File: src/rtl/fp_mul_io_pkg.sv
// Shared types and constants for the FP_MUL byte-serial I/O controller.
package fp_mul_io_pkg;

  localparam int unsigned BYTE_W      = 8;
  localparam int unsigned WORD_W      = 64;
  localparam int unsigned NUM_BYTES   = 8;
  localparam int unsigned FRAME_BYTES = 16;
  localparam int unsigned CNT_W       = $clog2(FRAME_BYTES) + 1;
  localparam int unsigned WDOG_CYCLES = 64;
  localparam int unsigned WDOG_W      = $clog2(WDOG_CYCLES) + 1;

  localparam logic [WORD_W-1:0] CANON_QNAN = 64'h7FF8_0000_0000_0000;

  typedef enum logic [2:0] {
    ST_IDLE,
    ST_LOAD,
    ST_GO,
    ST_WAIT,
    ST_SEND
  } state_e;

endpackage

File: src/rtl/fp_mul_io_ser.sv
// Result serializer: loads a 64-bit word and shifts it out LSB byte first over 8 cycles.
module fp_mul_io_ser
  import fp_mul_io_pkg::*;
(
  input  logic              clk_i,
  input  logic              rst_ni,
  input  logic              load_i,
  input  logic [WORD_W-1:0] data_i,
  output logic [BYTE_W-1:0] byte_o,
  output logic              ready_o,
  output logic              done_o
);

  localparam int unsigned BCNT_W = $clog2(NUM_BYTES);

  logic [WORD_W-1:0] sh_q, sh_d;
  logic [BCNT_W-1:0] bcnt_q, bcnt_d;
  logic              active_q, active_d;
  logic              done_q, done_d;

  // Zero fill on shift leaves the low byte at 0 once the last byte has gone out.
  always_comb begin
    sh_d     = sh_q;
    bcnt_d   = bcnt_q;
    active_d = active_q;
    if (load_i) begin
      sh_d     = data_i;
      bcnt_d   = '0;
      active_d = 1'b1;
    end else if (active_q) begin
      sh_d   = sh_q >> BYTE_W;
      bcnt_d = bcnt_q + BCNT_W'(1);
      if (bcnt_q == BCNT_W'(NUM_BYTES - 1)) active_d = 1'b0;
    end
    done_d = active_d && (bcnt_d == BCNT_W'(NUM_BYTES - 1));
  end

  always_ff @(posedge clk_i or negedge rst_ni) begin
    if (!rst_ni) begin
      sh_q     <= '0;
      bcnt_q   <= '0;
      active_q <= 1'b0;
      done_q   <= 1'b0;
    end else begin
      sh_q     <= sh_d;
      bcnt_q   <= bcnt_d;
      active_q <= active_d;
      done_q   <= done_d;
    end
  end

  assign byte_o  = sh_q[BYTE_W-1:0];
  assign ready_o = active_q;
  assign done_o  = done_q;

endmodule

File: src/rtl/fp_mul_io_ctrl.sv
// Byte-serial pad controller for the FP_MUL core: 16-byte operand frame in, 8-byte product out.
// Optional core-response watchdog is built when FPIO_WDOG_EN is defined.
module fp_mul_io_ctrl
  import fp_mul_io_pkg::*;
(
  input  logic              CLK,
  input  logic              RESET,
  input  logic              ENABLE,
  input  logic [BYTE_W-1:0] DATA_IN,
  output logic [BYTE_W-1:0] DATA_OUT,
  output logic              READY,
  output logic [WORD_W-1:0] op_a,
  output logic [WORD_W-1:0] op_b,
  output logic              start,
  input  logic              core_done,
  input  logic [WORD_W-1:0] core_z
);

  state_e              state_q, state_d;
  logic [CNT_W-1:0]    cnt_q, cnt_d;
  logic                armed_q, armed_d;
  logic                start_q, start_d;
  logic                byte_we;
  logic [2*WORD_W-1:0] frame_q;
  logic                ser_load, ser_done;
  logic [WORD_W-1:0]   ser_data;
  logic                wdog_hit;

`ifdef FPIO_WDOG_EN
  logic [WDOG_W-1:0] wdog_q;

  // Counts WAIT cycles; expiry substitutes a canonical qNaN for the missing result.
  always_ff @(posedge CLK or negedge RESET) begin
    if (!RESET)                  wdog_q <= '0;
    else if (state_q == ST_WAIT) wdog_q <= wdog_q + WDOG_W'(1);
    else                         wdog_q <= '0;
  end

  assign wdog_hit = (state_q == ST_WAIT) && (wdog_q == WDOG_W'(WDOG_CYCLES - 1));
`else
  assign wdog_hit = 1'b0;
`endif

  always_ff @(posedge CLK or negedge RESET) begin
    if (!RESET) state_q <= ST_IDLE;
    else        state_q <= state_d;
  end

  always_comb begin
    state_d = state_q;
    case (state_q)
      ST_IDLE: if (ENABLE && armed_q) state_d = ST_LOAD;
      ST_LOAD: begin
        if (!ENABLE)                                 state_d = ST_IDLE;
        else if (cnt_q == CNT_W'(FRAME_BYTES - 1))   state_d = ST_GO;
      end
      ST_GO:   state_d = ST_WAIT;
      ST_WAIT: if (core_done || wdog_hit) state_d = ST_SEND;
      ST_SEND: if (ser_done) state_d = ST_IDLE;
      default: state_d = ST_IDLE;
    endcase
  end

  // Armed re-arms on any ENABLE=0 sample so a host holding ENABLE high cannot retrigger.
  always_comb begin
    cnt_d    = cnt_q;
    armed_d  = ENABLE ? armed_q : 1'b1;
    byte_we  = 1'b0;
    ser_load = 1'b0;
    ser_data = core_z;
    start_d  = (state_d == ST_GO);
    case (state_q)
      ST_IDLE: begin
        if (ENABLE && armed_q) begin
          byte_we = 1'b1;
          cnt_d   = CNT_W'(1);
          armed_d = 1'b0;
        end
      end
      ST_LOAD: begin
        if (ENABLE) begin
          byte_we = 1'b1;
          cnt_d   = cnt_q + CNT_W'(1);
        end else begin
          cnt_d = '0;
        end
      end
      ST_GO:   cnt_d = '0;
      ST_WAIT: begin
        if (core_done) begin
          ser_load = 1'b1;
        end else if (wdog_hit) begin
          ser_load = 1'b1;
          ser_data = CANON_QNAN;
        end
      end
      default: ;
    endcase
  end

  always_ff @(posedge CLK or negedge RESET) begin
    if (!RESET) begin
      cnt_q   <= '0;
      armed_q <= 1'b1;
      start_q <= 1'b0;
      frame_q <= '0;
    end else begin
      cnt_q   <= cnt_d;
      armed_q <= armed_d;
      start_q <= start_d;
      if (byte_we) frame_q[{cnt_q[3:0], 3'b000} +: BYTE_W] <= DATA_IN;
    end
  end

  fp_mul_io_ser u_ser (
    .clk_i   (CLK),
    .rst_ni  (RESET),
    .load_i  (ser_load),
    .data_i  (ser_data),
    .byte_o  (DATA_OUT),
    .ready_o (READY),
    .done_o  (ser_done)
  );

  assign op_a  = frame_q[WORD_W-1:0];
  assign op_b  = frame_q[2*WORD_W-1:WORD_W];
  assign start = start_q;

endmodule
File: config.mk
export PLATFORM = sky130hd
export DESIGN_NAME = fp_mul_io_ctrl
export DESIGN_NICKNAME = d
export VERILOG_FILES = /design/src/rtl/fp_mul_io_pkg.sv /design/src/rtl/fp_mul_io_ser.sv /design/src/rtl/fp_mul_io_ctrl.sv
export SDC_FILE = /design/constraint.sdc
export NUM_CORES = 1
export LEC_CHECK = 0
export ABC_AREA = 1
export CORE_MARGIN = 8
export CORE_UTILIZATION = 30
export DETAILED_ROUTE_END_ITERATION = 16
export PLACE_DENSITY_LB_ADDON = 0.2
export SLEW_MARGIN = 20
export SYNTH_ARGS = -nofsm -noshare
export SYNTH_HDL_FRONTEND = slang
export SYNTH_SLANG_ARGS = --single-unit
export TNS_END_PERCENT = 100
File: constraint.sdc
create_clock -name CLK -period 3.54 [get_ports CLK]
set_clock_uncertainty 0.15 [all_clocks]
set_input_delay 0.354 -clock CLK [delete_from_list [all_inputs] [get_ports CLK]]
set_output_delay 0.354 -clock CLK [all_outputs]
set_load 0.01 [all_outputs]
Word level (Yosys, flattened, before mapping)
Cells that the tools add are included.
- $add $sub $neg: 3
- equality and inequality tests: 9
- shift operators: 2
- multiplexer cells: 25
- reduce and logical (&&, ||, !) cells: 6
- operators by type and width (operator ; number):
    $bwmux 128 ; 1
    $mux 64 ; 2
    $shift 8x9->128 const A ; 1
    $shiftx 8x9->128 ; 1
    $mux 3 ; 7
    $pmux 3 s5 ; 1
    $pmux 5 s3 ; 1
    $mux 1 ; 10
    $mux 5 ; 2
    $eq 3x2->1 const B ; 3
    $eq 3x3->1 const B ; 3
    $neg 7->9 ; 1
    $add 5x1->5 const B ; 1
    $eq 5x4->1 const B ; 1
    $add 3x1->3 const B ; 1
    $eq 3x1->1 const B ; 1
    $logic_not 3->1 ; 1
    $reduce_bool 3->1 ; 1
    $logic_and 1x1->1 ; 2
    $ne 2x2->1 const B ; 1
    $pmux 1 s2 ; 1
    $reduce_and 2->1 ; 1
    $reduce_bool 2->1 ; 1
- register bits: 207
- bits of input ports: 76
- output and inout bits: 138
- word-level logic and storage cells: 54

Longest topological paths before layout
Gate-level depths: netlist (run 1).
- depth after elaboration: 5
- depth in mapped cells: 12

Hierarchy
Synthesis (run 1) repeated with hierarchy kept, for this count alone.
- cell total of the unflattened synthesis: 1035
- area, all modules: 9434.0 µm²
- by module, submodules not included (module ; instances ; cells an instance ; area each (µm²) ; seq. area each (µm²)):
    fp_mul_io_ctrl ; 1 ; 686 ; 6398.6 ; 3454.6
    fp_mul_io_ser ; 1 ; 349 ; 3035.4 ; 1726.7

Least setup slack after synthesis (run 1)
OpenSTA, ideal clock, no wires.
- kind: flip-flop to flip-flop
- from: register cnt_q[0]
- to: register frame_q[64]
- data arrival time: 2.324 ns
- data required time: 3.273 ns
- path slack: 0.949 ns
- stages on the path, launching flop included: 13
- buffers on the path: 4
- cell sequence: dfrtp_1 -> inv_2 -> buf_2 -> buf_1 -> ha_1 -> buf_2 -> inv_2 -> buf_4 -> nand3_1 -> nor2_2 -> nand3_2 -> nand2_1 -> nand2_1
- cells in the longest elaborated chain, start to end: 3
- elaborated cells between the ends (all ways): 4
- those cells by class: add/sub (1); shift (2); mux (1)
- ends and longest elaborated chain (element ; RTL line ; text):
    from (decl) ; fp_mul_io_ctrl.sv:20 ; logic [CNT_W-1:0] cnt_q, cnt_d;
    from (signal assigned) ; fp_mul_io_ctrl.sv:108 ; cnt_q <= cnt_d;
    $neg 7->9 (*) ; fp_mul_io_ctrl.sv:111 ; if (byte_we) frame_q[{cnt_q[3:0], 3'b000} +: BYTE_W] <= DATA_IN;
    $shiftx 8x9->128 or $shift 8x9->128 (tied branches) ; fp_mul_io_ctrl.sv:111 ;
    $bwmux 128 (*) ; fp_mul_io_ctrl.sv:111 ;
    to (signal assigned) ; fp_mul_io_ctrl.sv:106 ; frame_q <= '0;
    to (signal, indexed assignment) ; fp_mul_io_ctrl.sv:111 ;
    to (decl) ; fp_mul_io_ctrl.sv:24 ; logic [2*WORD_W-1:0] frame_q;
Every way passes the cells marked *; elsewhere a longest branch is shown, timed or not.
A chain may end at the register's enable or synchronous reset.

Worst setup path in the final report (run 1)
- from: register cnt_q[0]
- to: register frame_q[99]
Same word-level chain as after synthesis.

==> results of run 1 <==
[per-stage QoR]
stage	instance area (µm²)	util	setup WS (ns)	hold slack (ns)	cells
6_report	12500	0.411	0.732	0.230	1646
5_1_grt	12500	0.411	0.497	0.239	1646
4_1_cts	12500	0.411	0.786	0.196	1646
3_5_place_dp	11600	0.382	0.806	0.308	1601
3_3_place_gp	11600	0.382	0.833	0.306	1601
2_1_floorplan	9210	-	0.949	-0.0916	1050
[power by group through the flow]
| stage | sequential [µW] | clock [µW] | combinational, µW |
|---|---|---|---|
| final | 3100 | 2720 | 2230 |
| after global routing | 3150 | 2900 | 2440 |
| after CTS | 3110 | 2820 | 2260 |
| after detailed placement | 3150 | 0 | 2250 |
| after global placement | 3140 | 0 | 2230 |
| after floorplan | 3260 | 0 | 832 |
[critical path, stage by stage (launching register included)]
cell,delay [ns]
dfrtp_1,0.47
inv_2,0.29
ha_1,0.40
inv_2,0.22
nand3_1,0.18
nor2_4,0.39
nand3_1,0.37
nand2_1,0.16
nand2_1,0.06
[state kept, by name, indices dropped and copies added, names as in the netlist]
| register | count |
|---|---|
| u_ser.done_o | 1 |
| state_q | 3 |
| armed_q | 1 |
| u_ser.ready_o | 1 |
| u_ser.sh_q | 64 |
| frame_q | 128 |
| start | 1 |
| cnt_q | 5 |
| u_ser.bcnt_q | 3 |
[what timing repair did]
action,CTS,global route
gates resized for setup,0,0
hold buffers,1,0
endpoints found under the hold margin,88,0
[cell usage in the layout (no fill, tap or decap), drive strengths merged]
cell	netlist	routed
nand3b	1	1
bufinv	0	3
inv	30	29
clkinv	0	4
dfrtp	206	206
or2	2	2
nand4	91	91
a21oi	4	4
clkdlybuf4s50	0	212
nor3	20	20
nand2	389	389
o21ai	48	48
buf	50	20
o22ai	2	2
ha	7	7
dfstp	1	1
o211ai	1	1
clkbuf	28	39
nor2	69	69
a31oi	48	48
nand3	53	53
dlygate4sd3	0	1
[cell families (layout without fill, tap and decap cells)]
family | Yosys count | count (layout)
AND/OR/NAND/NOR | 625 | 625
flip-flops | 207 | 207
buffers and inverters | 108 | 308
AO/OA/AOI/OAI | 103 | 103
adder cells (fa/ha/maj) | 7 | 7
[layer usage]
layer	vias to the layer above	GRT usage	wire (µm)
met5	-	0	23
met4	4	0.0488	661
met3	49	0.0392	2270
met2	257	0.244	13200
met1	3898	0.209	13000
li1	3872	-	-
[layout make-up]
| type | instances | area [µm²] |
|---|---|---|
| well taps | 396 | 495 |
| clock inverters | 6 | 105 |
| clock buffers | 38 | 785 |
| inverters | 30 | 116 |
| repair buffers | 234 | 2350 |
| flip-flops and latches | 207 | 5180 |
| multi-input cells | 735 | 3480 |
| fillers | 3117 | 17900 |
[worst paths after layout]
path                                   to  cells after the start  slack [ns]
max                           frame_q[99]                      8        0.73
max in group asynchronous  u_ser.sh_q[29]                      3        1.97
min                        u_ser.sh_q[57]                      3        0.23
min in group asynchronous     frame_q[84]                      2        0.35
min reg2reg                   frame_q[86]                      2        0.32
max reg2reg                   frame_q[99]                      8        0.73
==> flow_summary_export.csv, run 1 <==
group,metric,value,unit
synthesis,synth_fa_ha_area_frac,0.00951,
die,dieArea,36600,µm²
worst_hold_path,min_from,"core_z[57]",
synthesis,yosysSeqAreaShare,0.563,
clock_network,cts_tree,"done",
place,io_buffers,213,
worst_hold_path,hold_class,"input pin to flop",
power_and_ir_drop,power_density,644,nW/µm²
clock_network,clk_latency,0.51,ns
clock_network,cts_buffers,24,
synthesis,ys_ff_latch,207,
flow_run,maxCapViolations,0,
sta,period_share,0.793,
route,vias,8080,
synthesis,yosysTopAreaCell,"dfrtp_1",
power_and_ir_drop,irDropWorstVdd,334,µV
synthesis,synth-main-ff-cell,"dfrtp_1",
final_layout,final_nets,1315,
synthesis,postSynthAreaPerCell,8.77,µm²
synthesis,synth_mux_area_frac,0,
route,drc,0,
sta,finalSetupViolCount,0,
setup_path,crit_path_end_kind,"flop",
clock_network,post_cts_buffers,0,
global_routing,grt_first_pass_wirelength,46.1,mm
synthesis,synth_top_family_by_area,"simple AND/OR/NAND/NOR gates",
route,drtIter0Drc,725,
setup_path,arrival,3.05,ns
setup_path,crit_start,"cnt_q[0]",
setup_path,required,3.79,ns
sta,relSlewSlack,0.451,
run_status,outcome,"finished clean",
synthesis,yosysWarnings,0,
synthesis,synth_area_leaders,"dfrtp_1 56%, nand2_1 16%, nand4_1 6.2%",
sta,finalHoldViolations,0,
sta,worstMarginPinSlew,0.817,ns
place,hpwl,20.4,mm
sta,fmax,356,MHz
synthesis,synth_top_area_frac,0.560,
clock_network,htreeDepth,1,
setup_path,cp-start-kind,"flop",
clock_network,cts_buffer_depth,3,
synthesis,synth_compound_area_frac,0.0643,
synthesis,synth.distinct_cells,32,
sta,rsz0062_at_grt,"no",
setup_path,crit_path_max_fanout,21,
setup_path,worstSetupPathType,"flop to flop",
route,drt-total-wl,29.1,mm
synthesis,synth-edff-count,0,
power_and_ir_drop,p_switching,2490,µW
place,gp_congestion,0.781,
power_and_ir_drop,swShare,0.309,
route,drt_first_pass_iters,5,
power_and_ir_drop,p_total,8060,µW
global_routing,grt_usage,0.156,
synthesis,yosys.area_share.simple,0.304,
synthesis,synth.net_count,1133,
sta,tns,0,ns
final_layout,area_growth,35.9,%
die,initial_core_util,0.303,
sta,slew_viol_final,0,
power_and_ir_drop,combPwrFrac,0.277,
synthesis,synth-xor-area-share,0,
route,avgRoutedWirePerCell,17.7,µm
global_routing,antenna_found_initial,2,
synthesis,yosysMostFrequentCell,"nand2_1",
synthesis,synth_common_cells,"386 x nand2_1, 206 x dfrtp_1, 91 x nand4_1",
global_routing,grt_overflow,0,
clock_network,clkSinkCount,207,
die,rows,64,
die,pin_count,214,
die,die_y,191,µm
die,fp.coreArea,30400,µm²
setup_path,r2r_start,"cnt_q[0]",
power_and_ir_drop,p_leak,0.00590,µW
route,drtAntennaViolNets,0,
global_routing,grt_pass1_vias,8161,
power_and_ir_drop,pwr-share-clk,0.338,
die,die_x,191,µm
power_and_ir_drop,p_int,5570,µW
synthesis,synth_area,9210,µm²
synthesis,postSynthCellCount,1050,
sta,fin_crit,2.81,ns
synthesis,async_flop_share,1.00,
route,vias_per_cell,4.91,
global_routing,grt_max_degree,93,
clock_network,cts-root-buf,"clkbuf_16",
final_layout,diodes,0,
power_and_ir_drop,seqPwrFrac,0.385,
clock_network,path_clk_slew,0.06,ns
final_layout,drive_gt1_frac,0.0808,
No activity file was read; power rests on OpenSTA's default activity.
==> inputs of run 2 (changes only) <==
==> constraint.sdc (replaced) <==
create_clock -name CLK -period 2.35 [get_ports CLK]
set_clock_uncertainty 0.15 [all_clocks]
set_input_delay 0.235 -clock CLK [delete_from_list [all_inputs] [get_ports CLK]]
set_output_delay 0.235 -clock CLK [all_outputs]
set_load 0.01 [all_outputs]
==> run 2 against run 1 <==
Combinational power grew 62%. Sequential cell count is the same. Sequential power grew 50%. Non-clock buffer count grew 31. Total power grew 50%. Largest power group unchanged.
==> flow_summary_export.csv, run 2 (synthesized netlist as in run 1, its figures left out) <==
group,metric,value,unit
run_status,outcome,"finished clean",
global_routing,grt_pass1_vias,8228,
sta,fin_crit,2.12,ns
global_routing,grt_usage,0.161,
die,initial_core_util,0.303,
sta,rsz0062_at_grt,"no",
setup_path,cp_slowest_cell,"dfrtp_2",
final_layout,area_growth,38.1,%
final_layout,diodes,0,
route,drt_first_pass_iters,5,
route,vias_per_cell,4.81,
clock_network,cts_buffer_depth,3,
power_and_ir_drop,p_leak,0.00602,µW
place,hpwl,21.1,mm
worst_hold_path,hold_class,"input pin to asynchronous set/reset pin",
sta,worst_slack,0.233,ns
route,drtIter0Drc,601,
final_layout,regMostFlops,"frame_q",
sta,relSlewSlack,0.674,
clock_network,cts-root-buf,"clkbuf_16",
global_routing,grt_first_pass_wirelength,47.0,mm
setup_path,crit_path_end_kind,"flop",
clock_network,clkSinkCount,207,
sta,finalSetupViolCount,0,
final_layout,final_nets,1347,
route,avgRoutedWirePerCell,17.7,µm
sta,fmax,472,MHz
die,pin_count,214,
power_and_ir_drop,irDropWorstVdd,482,µV
die,rows,64,
place,gp_congestion,0.797,
clock_network,cts_tree,"done",
die,die_y,191,µm
clock_network,path_clk_slew,0.06,ns
sta,worstMarginPinSlew,0.489,ns
global_routing,grt_overflow,0,
setup_path,worstSetupPathType,"flop to flop",
setup_path,crit_path_max_fanout,21,
final_layout,drive_gt1_frac,0.101,
final_layout,final_cell_mix,"385 x nand2_1, 212 x clkdlybuf4s50_1, 204 x dfrtp_1, 91 x nand4_1, 57 x nor2_1",
sta,hold_ws,0.0883,ns
sta,finalHoldViolations,0,
route,drc,0,
clock_network,cts_buffers,25,
route,drtAntennaViolNets,0,
die,die_x,191,µm
final_layout,finalNonFillerCells,1678,
place,io_buffers,213,
final_layout,n_fill_cell,3069,
route,vias,8073,
setup_path,cpPeakStageDelay,0.46,ns
setup_path,required,2.65,ns
route,drt-total-wl,29.7,mm
final_layout,final_common_cell,"nand2_1",
sta,slew_viol_final,0,
final_layout,reg_top3,"frame_q (128), u_ser.sh_q (64), cnt_q (5)",
setup_path,worstPathCellList,"inv_2, buf_4, nand3_1, nand2_2, clkinv_2, nor2_2, nand2_1, nand2_1",
final_layout,largest_register_ffs,128,
global_routing,grt_max_degree,123,
place,place_ws,0.0137,ns
setup_path,critPathMostFrequentCell,"nand2_1",
flow_run,maxCapViolations,0,
global_routing,antenna_found_initial,0,
clock_network,clk_latency,0.51,ns
place,placedCellCount,1632,
clock_network,htreeDepth,1,
setup_path,cp-start-kind,"flop",
power_and_ir_drop,p_total,12100,µW
setup_path,arrival,2.42,ns
sta,tns,0,ns
die,dieArea,36600,µm²
power_and_ir_drop,power_density,950,nW/µm²
sta,period_share,0.901,
die,fp.coreArea,30400,µm²
==> run 2: cell types whose count changed in the layout (fill, tap and decap cells not counted) <==
cell        delta
clkbuf_1       +7
inv_2          -1
nand3_1        -3
buf_12         +3
nor2_2         -1
buf_4         +28
clkinv_2       +3
nand3_2        +3
dfrtp_2        +1
clkinvlp_4     +2
dfrtp_1        -1
nor2_4         +1
clkbuf_8      -10
==> run 2: path summary, 6_finish.rpt <==
kind	startpoint	endpoint	slack (ns)	cells after the start
worst max-delay path	cnt_q[0]	frame_q[88]	0.23	8
worst min-delay path	RESET	frame_q[72]	0.09	2
worst max register to register	cnt_q[0]	frame_q[88]	0.23	8
worst min register to register	frame_q[62]	frame_q[62]	0.32	2
max in group asynchronous	RESET	u_ser.sh_q[47]	1.16	3
min in group CLK	core_z[57]	u_ser.sh_q[57]	0.11	3
==> run 2: metrics by stage <==
| step | cell area [µm²] | utilization |
|---|---|---|
| 2_1_floorplan | 9240 | - |
| 3_3_place_gp | 11900 | 0.391 |
| 3_5_place_dp | 11900 | 0.391 |
| 4_1_cts | 12700 | 0.418 |
| 5_1_grt | 12700 | 0.418 |
| 6_report | 12700 | 0.418 |
==> run 2: per-layer routing <==
metal | share of wire | track usage | routed length [µm] | up-vias
li1 | - | - | - | 3963
met1 | 0.43 | 0.212 | 12900 | 3876
met2 | 0.47 | 0.261 | 14100 | 192
met3 | 0.067 | 0.0381 | 1980 | 42
met4 | 0.025 | 0.0438 | 754 | 0
met5 | 0 | 0 | 0 | -
==> run 2: power breakdown <==
part           switching [µW]  internal, µW
combinational            1880          1720
sequential                440          4220
clock                    1490          2320
==> run 2: final cells by class <==
cell class	count	area [µm²]	share of cell area
clock inverter	10	130	0.0102
multi-input combinational	735	3500	0.275
sequential	207	5180	0.408
tap	396	495	0.0390
clock buffer	35	673	0.0529
inverter	30	118	0.00925
timing repair buffer	265	2620	0.206
==> run 2: what timing repair did <==
item                       4_1_cts  5_1_grt
hold endpoints to repair       164        0
setup buffers                    0        0
hold buffers                     1        0
gates resized for setup          0        1
setup endpoints to repair        0        5
==> run 2: worst max-delay path, delay by kind of cell, from the launching register on <==
kind | cells | cell delay [ns]
AND/OR/NAND/NOR | 5 | 0.84
buffers and inverters | 3 | 0.60
flip-flops | 1 | 0.46
==> inputs of run 3 (changes only) <==
--- a/config.mk
+++ b/config.mk
@@ -6,10 +6,12 @@
 export NUM_CORES = 1
 export LEC_CHECK = 0
 export ABC_AREA = 1
+export CAP_MARGIN = 10
 export CORE_MARGIN = 8
 export CORE_UTILIZATION = 30
 export DETAILED_ROUTE_END_ITERATION = 16
 export PLACE_DENSITY_LB_ADDON = 0.2
+export RECOVER_POWER = 50
 export SLEW_MARGIN = 20
 export SYNTH_ARGS = -nofsm -noshare
 export SYNTH_HDL_FRONTEND = slang
==> run 3 against run 2 <==
Die area unchanged. Fmax is 0.83% higher. Utilization fell by 0.11 points. Total power about the same. Highest routed layer unchanged.
==> flow_summary_export.csv, run 3 (synthesized netlist as in run 1, its figures left out) <==
group,metric,value,unit
setup_path,critPathMostFrequentCell,"nand2_1",
setup_path,reg2reg_slack,0.25,ns
setup_path,cp-start-kind,"flop",
final_layout,final_nets,1347,
setup_path,crit_path_end_kind,"flop",
setup_path,cpPeakStageDelay,0.46,ns
final_layout,finalInstanceArea,12700,µm²
global_routing,grt_overflow,0,
place,hpwl,21.1,mm
route,avgRoutedWirePerCell,17.7,µm
sta,rsz0062_at_grt,"no",
sta,period_share,0.893,
sta,fmax,476,MHz
clock_network,htreeDepth,1,
route,drtIter0Drc,584,
final_layout,regMostFlops,"frame_q",
global_routing,grt_max_degree,123,
power_and_ir_drop,p_leak,0.00600,µW
sta,tns,0,ns
final_layout,final_common_cell,"nand2_1",
sta,slew_viol_final,0,
setup_path,arrival,2.40,ns
route,drtAntennaViolNets,0,
power_and_ir_drop,irDropWorstVdd,483,µV
setup_path,r2r_start,"cnt_q[0]",
worst_hold_path,hold_class,"input pin to flop",
clock_network,cts-root-buf,"clkbuf_16",
final_layout,n_fill_cell,3079,
global_routing,grt_pass1_vias,8228,
clock_network,cts_buffers,25,
final_layout,finalNonFillerCells,1678,
setup_path,reg2reg_depth,8,
global_routing,grt_first_pass_wirelength,47.0,mm
setup_path,r2r-end,"frame_q[73]",
clock_network,path_clk_slew,0.06,ns
sta,relSlewSlack,0.142,
setup_path,worstPathCellList,"inv_2, buf_4, nand3_1, nand2_2, clkinv_2, nor2_2, nand2_1, nand2_1",
global_routing,grt_usage,0.161,
place,gp_congestion,0.797,
sta,fin_crit,2.10,ns
power_and_ir_drop,p_total,12100,µW
final_layout,final_cell_mix,"385 x nand2_1, 210 x clkdlybuf4s50_1, 204 x dfrtp_1, 91 x nand4_1, 57 x nor2_1",
run_status,outcome,"finished clean",
sta,finalHoldViolations,0,
route,drt-total-wl,29.7,mm
die,pin_count,214,
clock_network,clkSinkCount,207,
clock_network,clk_latency,0.51,ns
final_layout,diodes,0,
worst_hold_path,min_from,"core_z[57]",
die,dieArea,36600,µm²
power_and_ir_drop,power_density,952,nW/µm²
route,vias,8085,
setup_path,required,2.65,ns
die,die_y,191,µm
route,drc,0,
flow_run,maxCapViolations,0,
final_layout,reg_top3,"frame_q (128), u_ser.sh_q (64), cnt_q (5)",
setup_path,cp_slowest_cell,"dfrtp_2",
clock_network,cts_tree,"done",
die,fp.coreArea,30400,µm²
clock_network,post_cts_buffers,0,
die,rows,64,
final_layout,largest_register_ffs,128,
sta,finalSetupViolCount,0,
setup_path,crit_path_max_fanout,21,
route,vias_per_cell,4.82,
sta,worstMarginPinSlew,1.29,ns
place,io_buffers,213,
worst_hold_path,whs_path_depth,3,
global_routing,antenna_found_initial,0,
clock_network,cts_buffer_depth,3,
final_layout,drive_gt1_frac,0.0998,
final_layout,area_growth,37.8,%
setup_path,worstSetupPathType,"flop to flop",
place,dpl-instance-area,11900,µm²
die,initial_core_util,0.303,
worst_hold_path,whs_endpoint,"u_ser.sh_q[57]",
die,die_x,191,µm
route,drt_first_pass_iters,5,
place,placedCellCount,1632,
## run 3: cell types whose count changed in the layout (fill, tap and decap cells not counted), sizes merged
cell           delta
clkinvlp          +1
buf               -3
clkbuf            +3
clkinv            -1
clkdlybuf4s50     -2
dlygate4sd3       +2
## run 3: worst max-delay path: cells and delay by family (launching register included)
family        cells  cell delay (ns)
flops             1             0.46
simple gates      5             0.83
buf+inv           3             0.59
## run 3: stage by stage
| step | hold WS, ns | setup slack (ns) | utilization |
|---|---|---|---|
| floorplan | -0.211 | 0.0189 | - |
| global placement | 0.0717 | 0.0594 | 0.391 |
| detailed placement | 0.0711 | 0.0137 | 0.391 |
| CTS | 0.0974 | 0.175 | 0.418 |
| global route | 0.122 | 0.0277 | 0.417 |
| finish | 0.109 | 0.251 | 0.417 |
## run 3: how the worst max path moves through the flow
stage | depth (start not counted) | start | end
final | 8 | cnt_q[0] | frame_q[73]
after global routing | 8 | cnt_q[0] | frame_q[76]
after CTS | 9 | cnt_q[0] | frame_q[51]
after detailed placement | 8 | ENABLE | frame_q[123]
after global placement | 8 | ENABLE | frame_q[122]
after floorplan | 12 | cnt_q[0] | frame_q[100]
## run 3: routing by layer
| layer | track usage | part of all wire | vias up |
|---|---|---|---|
| met3 | 0.0381 | 0.067 | 42 |
| met5 | 0 | 0 | - |
| li1 | - | - | 3959 |
| met1 | 0.212 | 0.43 | 3891 |
| met4 | 0.0438 | 0.025 | 0 |
| met2 | 0.261 | 0.47 | 193 |
## run 3: cell type report
type	instances	area (µm²)	share of cell area
sequential	207	5180	0.409
multi-input combinational	735	3500	0.276
inverter	30	118	0.00927
tap	396	495	0.0391
clock inverter	10	130	0.0103
timing repair buffer	265	2580	0.204
clock buffer	35	673	0.0531
## run 3: power breakdown
part / switching [µW] / internal (µW)
Clock: 1490 / 2320
Combinational: 1880 / 1710
Sequential: 438 / 4220
## run 3: timing repair
item | CTS | global route
setup endpoints to repair | 0 | 5
resized for setup | 0 | 1
hold buffers | 1 | 0
endpoints found under the hold margin | 164 | 0
